## src/rtl/ufm_prog_ctrl_pkg.sv

```systemverilog
// Shared sl28 CSR definitions for the UFM program sequencer: register offsets,
// command/status bit positions and FSM state encodings.
package ufm_prog_ctrl_pkg;

    localparam logic [4:0] R_UFMP_DATA_HI = 5'd0;
    localparam logic [4:0] R_UFMP_DATA_LO = 5'd1;
    localparam logic [4:0] R_UFMP_CMD     = 5'd2;
    localparam logic [4:0] R_UFMP_STATUS  = 5'd3;

    localparam int CMD_PROG   = 0;
    localparam int CMD_ERASE  = 1;
    localparam int CMD_VERIFY = 2;

    localparam int ST_DONE        = 0;
    localparam int ST_ERR_VERIFY  = 1;
    localparam int ST_ERR_TIMEOUT = 2;
    localparam int ST_UFM_BUSY    = 6;
    localparam int ST_BUSY        = 7;

    localparam logic [15:0] ERASED_WORD = 16'hffff;

    typedef enum logic [3:0] {
        S_IDLE         = 4'd0,
        S_SHIFT_LO     = 4'd1,
        S_SHIFT_HI     = 4'd2,
        S_PROG_ASSERT  = 4'd3,
        S_ERASE_ASSERT = 4'd4,
        S_WAIT_IDLE    = 4'd5,
        S_LOAD_LO      = 4'd6,
        S_LOAD_HI      = 4'd7,
        S_RD_SAMPLE    = 4'd8,
        S_RD_CLK       = 4'd9,
        S_CMP          = 4'd10,
        S_FINISH       = 4'd11
    } state_t;

endpackage

```

## src/rtl/ufm_prog_ctrl_busy_timer.sv

```systemverilog
// Per-phase watchdog for the UFM busy handshake: counts enabled cycles since the
// last clear and flags expiry on the LIMIT-th cycle.
module ufm_busy_timer #(
    parameter logic [19:0] LIMIT = 20'd1000000
) (
    input  logic clk,
    input  logic rst,
    input  logic clr,
    input  logic en,
    output logic expired
);

    logic [19:0] count;

    // Expiry is seen during the LIMIT-th enabled cycle, so the phase lasts exactly LIMIT cycles.
    assign expired = (count == LIMIT - 20'd1);

    always_ff @(posedge clk) begin
        if (rst || clr) begin
            count <= 20'd0;
        end else if (en && !expired) begin
            count <= count + 20'd1;
        end
    end

endmodule

```

## src/rtl/ufm_prog_ctrl.sv

```systemverilog
// UFM erase/program/verify sequencer: latches a 16-bit word and a command from
// the CSR window, then drives the UFM data-register pins through the full cycle.
module ufm_prog_ctrl
    import ufm_prog_ctrl_pkg::*;
#(
    parameter logic [4:0]  BASE_ADDR    = 5'h4,
    parameter logic [19:0] BUSY_TIMEOUT = 20'd1000000
) (
    input  logic       clk,
    input  logic       rst,
    input  logic [4:0] csr_a,
    input  logic [7:0] csr_di,
    input  logic       csr_we,
    output logic [7:0] csr_do,
    input  logic       en,
    input  logic       ufm_busy,
    input  logic       ufm_drdout,
    output logic       ufm_drclk,
    output logic       ufm_drshft,
    output logic       ufm_drdin,
    output logic       ufm_program,
    output logic       ufm_erase,
    output logic       active
);

    state_t      state;
    logic [15:0] data;
    logic [15:0] word;
    logic [15:0] shreg;
    logic [3:0]  cnt;
    logic        verify_pend;
    logic        erased;
    logic        done_flag;
    logic        err_verify;
    logic        err_timeout;
    logic        busy_flag;
    logic        cmd_wr;
    logic        cmd_ok;
    logic        stat_wr;
    logic        timed;
    logic        tmr_clr;
    logic        tmr_expired;

    assign busy_flag = (state != S_IDLE);
    assign cmd_wr    = csr_we && (csr_a == BASE_ADDR + R_UFMP_CMD);
    assign stat_wr   = csr_we && (csr_a == BASE_ADDR + R_UFMP_STATUS);
    assign cmd_ok    = cmd_wr && en && (state == S_IDLE) && (|csr_di[2:0])
                       && !(csr_di[CMD_PROG] && csr_di[CMD_ERASE]);

    // The timer restarts on every entry into an assert or wait phase; the only
    // assert->wait transition is the busy rise, so that is folded into the clear.
    assign timed   = (state == S_PROG_ASSERT) || (state == S_ERASE_ASSERT) || (state == S_WAIT_IDLE);
    assign tmr_clr = !timed || (((state == S_PROG_ASSERT) || (state == S_ERASE_ASSERT)) && ufm_busy);

    ufm_busy_timer #(.LIMIT(BUSY_TIMEOUT)) u_timer (
        .clk     (clk),
        .rst     (rst),
        .clr     (tmr_clr),
        .en      (timed),
        .expired (tmr_expired)
    );

    always_ff @(posedge clk) begin
        if (rst) begin
            data <= 16'hffff;
        end else if (csr_we && (csr_a == BASE_ADDR + R_UFMP_DATA_HI)) begin
            data[15:8] <= csr_di;
        end else if (csr_we && (csr_a == BASE_ADDR + R_UFMP_DATA_LO)) begin
            data[7:0] <= csr_di;
        end
    end

    always_comb begin
        csr_do = 8'h00;
        if (csr_a == BASE_ADDR + R_UFMP_DATA_HI) begin
            csr_do = data[15:8];
        end else if (csr_a == BASE_ADDR + R_UFMP_DATA_LO) begin
            csr_do = data[7:0];
        end else if (csr_a == BASE_ADDR + R_UFMP_STATUS) begin
            csr_do[ST_BUSY]        = busy_flag;
            csr_do[ST_UFM_BUSY]    = ufm_busy;
            csr_do[ST_ERR_TIMEOUT] = err_timeout;
            csr_do[ST_ERR_VERIFY]  = err_verify;
            csr_do[ST_DONE]        = done_flag;
        end
    end

    // Pin outputs are assigned on the transition into a state, so they are valid
    // for the whole time the FSM sits in that state.
    always_ff @(posedge clk) begin
        if (rst) begin
            state       <= S_IDLE;
            word        <= 16'hffff;
            shreg       <= 16'h0000;
            cnt         <= 4'd0;
            verify_pend <= 1'b0;
            erased      <= 1'b0;
            done_flag   <= 1'b0;
            err_verify  <= 1'b0;
            err_timeout <= 1'b0;
            ufm_drclk   <= 1'b1;
            ufm_drshft  <= 1'b1;
            ufm_drdin   <= 1'b0;
            ufm_program <= 1'b0;
            ufm_erase   <= 1'b0;
            active      <= 1'b0;
        end else begin
            if (stat_wr) begin
                done_flag   <= 1'b0;
                err_verify  <= 1'b0;
                err_timeout <= 1'b0;
            end
            case (state)
                S_IDLE: begin
                    if (cmd_ok) begin
                        word        <= data;
                        verify_pend <= csr_di[CMD_VERIFY];
                        erased      <= csr_di[CMD_ERASE];
                        active      <= 1'b1;
                        if (csr_di[CMD_ERASE]) begin
                            ufm_erase <= 1'b1;
                            state     <= S_ERASE_ASSERT;
                        end else if (csr_di[CMD_PROG]) begin
                            cnt        <= 4'd15;
                            ufm_drclk  <= 1'b0;
                            ufm_drshft <= 1'b1;
                            ufm_drdin  <= data[15];
                            state      <= S_SHIFT_LO;
                        end else begin
                            ufm_drclk  <= 1'b0;
                            ufm_drshft <= 1'b0;
                            state      <= S_LOAD_LO;
                        end
                    end
                end
                S_SHIFT_LO: begin
                    ufm_drclk <= 1'b1;
                    state     <= S_SHIFT_HI;
                end
                S_SHIFT_HI: begin
                    if (cnt == 4'd0) begin
                        ufm_program <= 1'b1;
                        state       <= S_PROG_ASSERT;
                    end else begin
                        cnt       <= cnt - 4'd1;
                        ufm_drclk <= 1'b0;
                        ufm_drdin <= word[cnt - 4'd1];
                        state     <= S_SHIFT_LO;
                    end
                end
                S_PROG_ASSERT: begin
                    if (ufm_busy) begin
                        ufm_program <= 1'b0;
                        state       <= S_WAIT_IDLE;
                    end else if (tmr_expired) begin
                        ufm_program <= 1'b0;
                        err_timeout <= 1'b1;
                        state       <= S_FINISH;
                    end
                end
                S_ERASE_ASSERT: begin
                    if (ufm_busy) begin
                        ufm_erase <= 1'b0;
                        state     <= S_WAIT_IDLE;
                    end else if (tmr_expired) begin
                        ufm_erase   <= 1'b0;
                        err_timeout <= 1'b1;
                        state       <= S_FINISH;
                    end
                end
                S_WAIT_IDLE: begin
                    if (!ufm_busy) begin
                        if (verify_pend) begin
                            ufm_drclk  <= 1'b0;
                            ufm_drshft <= 1'b0;
                            state      <= S_LOAD_LO;
                        end else begin
                            state <= S_FINISH;
                        end
                    end else if (tmr_expired) begin
                        err_timeout <= 1'b1;
                        state       <= S_FINISH;
                    end
                end
                S_LOAD_LO: begin
                    ufm_drclk <= 1'b1;
                    cnt       <= 4'd15;
                    state     <= S_LOAD_HI;
                end
                S_LOAD_HI: begin
                    ufm_drshft <= 1'b1;
                    ufm_drclk  <= 1'b0;
                    state      <= S_RD_SAMPLE;
                end
                S_RD_SAMPLE: begin
                    shreg <= {shreg[14:0], ufm_drdout};
                    if (cnt == 4'd0) begin
                        state <= S_CMP;
                    end else begin
                        ufm_drclk <= 1'b1;
                        state     <= S_RD_CLK;
                    end
                end
                S_RD_CLK: begin
                    cnt       <= cnt - 4'd1;
                    ufm_drclk <= 1'b0;
                    state     <= S_RD_SAMPLE;
                end
                S_CMP: begin
                    err_verify <= (shreg != (erased ? ERASED_WORD : word));
                    state      <= S_FINISH;
                end
                S_FINISH: begin
                    done_flag   <= 1'b1;
                    ufm_drclk   <= 1'b1;
                    ufm_drshft  <= 1'b1;
                    ufm_drdin   <= 1'b0;
                    ufm_program <= 1'b0;
                    ufm_erase   <= 1'b0;
                    active      <= 1'b0;
                    state       <= S_IDLE;
                end
                default: state <= S_IDLE;
            endcase
        end
    end

endmodule

```

## config.mk

```make
export PLATFORM = sky130hd
export DESIGN_NAME = ufm_prog_ctrl
export DESIGN_NICKNAME = d
export VERILOG_FILES = /design/src/rtl/ufm_prog_ctrl_pkg.sv /design/src/rtl/ufm_prog_ctrl_busy_timer.sv /design/src/rtl/ufm_prog_ctrl.sv
export SDC_FILE = /design/constraint.sdc
export NUM_CORES = 1
export LEC_CHECK = 0
export CAP_MARGIN = 0
export CORE_ASPECT_RATIO = 2
export CORE_MARGIN = 4
export CORE_UTILIZATION = 63
export DETAILED_ROUTE_END_ITERATION = 12
export PLACE_DENSITY = 0.81
export SYNTH_ARGS = -nofsm -noshare
export SYNTH_HDL_FRONTEND = slang
export SYNTH_SLANG_ARGS = --single-unit
export TNS_END_PERCENT = 30
```

## constraint.sdc

```tcl
create_clock -name clk -period 5.75 [get_ports clk]
set_clock_uncertainty 0.05 [all_clocks]
set_input_delay 0.8625 -clock clk [delete_from_list [all_inputs] [get_ports clk]]
set_output_delay 0.8625 -clock clk [all_outputs]
set_load 0.1 [all_outputs]
```

==> impl_results.md <==
- Post-synthesis adder-cell area fraction: 0.544%
- Clk_lat worst skew: 340 ps
- Library cells used by synthesis: 57
- Area delta synth->final: 13.7%
- Final worst slack: 1360 ps
- Crit Path Max Fanout: 13
- Synth Area in Simple Gates: 29.8%
- Period minus WS final: approximately 4400 ps
- Reg clk slew, reported paths: about 60 ps
- Mux contribution to synthesized area: under 10%
- Row cnt: between 40 and 50
- Final HPWL DP: about 9200 um
- Clk sinks: between 80 and 90
- Max-capacitance violation count: 0
- Last weighted congestion value of the routability-driven placer: a little over 0.9
- RSZ-0062 raised after global routing: false
- DR vias/cell: 6.25
- DR iter-0 viols: ~380
- Yosys top cell area share: 37.9%
- Initial Util: 65.2%
- WL/cell: 17.7 um
- Final core utilization: between 70% and 80%
- Core area: between 7000 and 8000 um2
- Setup crit start kind: input pin
- Post-cts gate resize count: 0
- Die Ht: ~130 um
- Final-report hold violation count: 0
- Ports: 33
- Kind of critical path: input pin to primary output
- Area of the die: between 8000 and 9000 um2
- H-tree levels: 3
- Syn. warnings: 0
- Total CTS buffers: 9
- Hold slack final: 422 ps
- Placed cells: 691
- DRT Wirelength: roughly 12000 um
- Vias in the first global route: around 4300
- Ys async rst share: 0%
- Maximum root-to-sink buffer count: 2
- Nets: around 630
- Worst Tran Pin Value: 1130 ps
- Most frequent cells after synthesis: nand2_1 (114), dfxtp_1 (87), nor2_1 (61)
- Initial antenna violation count: 0
- Cell leakage power: 1.88 nW
- Final Max Tran Viols: 0
- Overall Global Routing Usage: 30.1%
- Overflow after GRT: 0
- Leading register cell type out of synthesis: dfxtp_1
- Post-synth EDFFs: 0
- Via count: between 4000 and 5000
- Outcome: finished, final reports clean
- Avg Synthesized Cell Area: approximately 7.6 um2
- Hold Path Class: register to register
- First-pass GRT wire length: a little over 20000 um
- Worst Path Required: between 4000 and 5000 ps
- Synthesized net count: between 600 and 700
- Sum Neg Setup Slack: 0 ps
- IO buf count: 32
- Synth Area in Compound Gates: a little under a fifth
- XOR/XNOR Fraction of Synth Area: ~5.3%
- Post-route antenna net violation count: 0
- Period utilization: roughly three quarters
- Fraction of the yosys area taken by sequential cells: 37.9%
- Die W: slightly below 70 um
- Synth Instances: roughly 600
- Final cell count without fillers: roughly 710
- Fraction of layout cells with a size suffix above 1: 4.38%
- Yosys top cell by area: dfxtp_1
- TritonRoute pass-1 iters: 5
- Detailed-route DRC error count: 0
- VDD IR max: about 0.25 mV
- PD cells: about 250 nW/um2
- CTS tree: done
- Setup crit end kind: primary output
- Largest net degree at the start of global routing: 67
- Relative slew slack: between 20% and 30%
- Max Clock Freq: 0.228 GHz
- Worst Path Arrival: 3470 ps
- Largest family of logic cells by synthesized area: simple AND/OR/NAND/NOR gates
- Dpl ws: ~1400 ps
- Synth Register Bits: 87
- Mapped cell area: 4600 um2
- Synth area leaders: dfxtp_1 (38%), nand2_1 (9.3%), a21oi_1 (5.1%)
- Most frequent cell after synthesis: nand2_1
- Setup Fix Bufs, Post-CTS: 0
- Clock Tree Root: clkbuf_16
- Final-report setup violation count: 0
- Diode count: 0
- Hold-fix buffers, CTS: 0
==> path summary, 6_finish.rpt <==
kind,startpoint,slack [ps],depth (start not counted),endpoint
worst max-delay path,csr_a[0],1360,5,csr_do[7]
worst min-delay path,verify_pend$_SDFFE_PP0P_,420,2,verify_pend$_SDFFE_PP0P_
worst max register to register,state[1]$_SDFFE_PP0N_,2750,6,u_timer.count[12]$_SDFFE_PP0P_
worst min register to register,verify_pend$_SDFFE_PP0P_,420,2,verify_pend$_SDFFE_PP0P_
==> worst max-delay path: stages <==
cell	delay [ps]
clkdlybuf4s50_1	670
nor2_1	450
a22oi_1	150
nor2_1	170
clkdlybuf4s50_1	1160
==> layer usage <==
layer  vias to the layer above  share of wire [%]  global-route usage, %
met3                        52                3.7                   4.28
met1                      2079                 36                   30.4
li1                       2140                  -                      -
met5                         -                  0                      0
met4                         0                6.9                   22.6
met2                       151                 53                   52.8
==> report_power, final <==
group | switching, mW | internal (mW)
registers | 0.00319 | 0.605
clock network | 0.233 | 0.404
logic | 0.0437 | 0.0279
total | 0.280 | 1.04
==> sequential cells by signal, summed over array words and instances, names as in the netlist, 4 cells and up <==
name / count
cnt: 4
state: 4
data: 16
shreg: 16
u_timer.count: 20
word: 16
==> cell usage in the layout (no fill, tap or decap), types with 2 or more instances in the layout <==
cell type,n
or4_1,2
a21oi_1,47
and4_1,2
nand3b_1,26
ha_1,2
xor2_1,24
xnor2_1,4
mux2_2,4
nor3_1,20
o22ai_1,7
and3_1,5
clkbuf_16,9
a2111oi_0,3
nand3_1,17
o21ai_0,15
a31oi_1,10
a21o_1,4
clkinv_2,2
nand2_1,114
a211oi_1,6
a211o_1,11
and2_1,3
o32ai_1,2
clkinv_1,2
nand2b_1,4
mux2i_1,10
bufinv_16,2
clkdlybuf4s50_1,31
nor3b_1,4
a22oi_1,7
o21a_1,4
inv_1,18
nor4_1,8
clkbuf_8,2
nor2b_1,6
dfxtp_1,87
nor2_1,61
nand4_1,9
==> cell families after synthesis <==
family	Yosys count
and+or+nand+nor	287
AOI/OAI and AO/OA	129
DFF	87
buffers and inverters	54
xor gates and xnor gates	28
muxes	15
adders and majority gates	2
==> area by class of cell <==
type	count	area, um2
sequential	87	1740
timing repair buffer	33	323
inverter	20	75.1
clock inverter	5	78.8
fill	587	1820
tap	90	113
multi-input combinational	461	2640
clock buffer	11	253
==> through the flow <==
step,total power [mW],cell area [um2]
floorplan,0.667,4600
global placement,0.691,4900
detailed placement,0.692,4900
CTS,1.33,5230
global route,1.36,5230
finish,1.32,5230
Note: power is estimated with default switching activity, not from simulation.
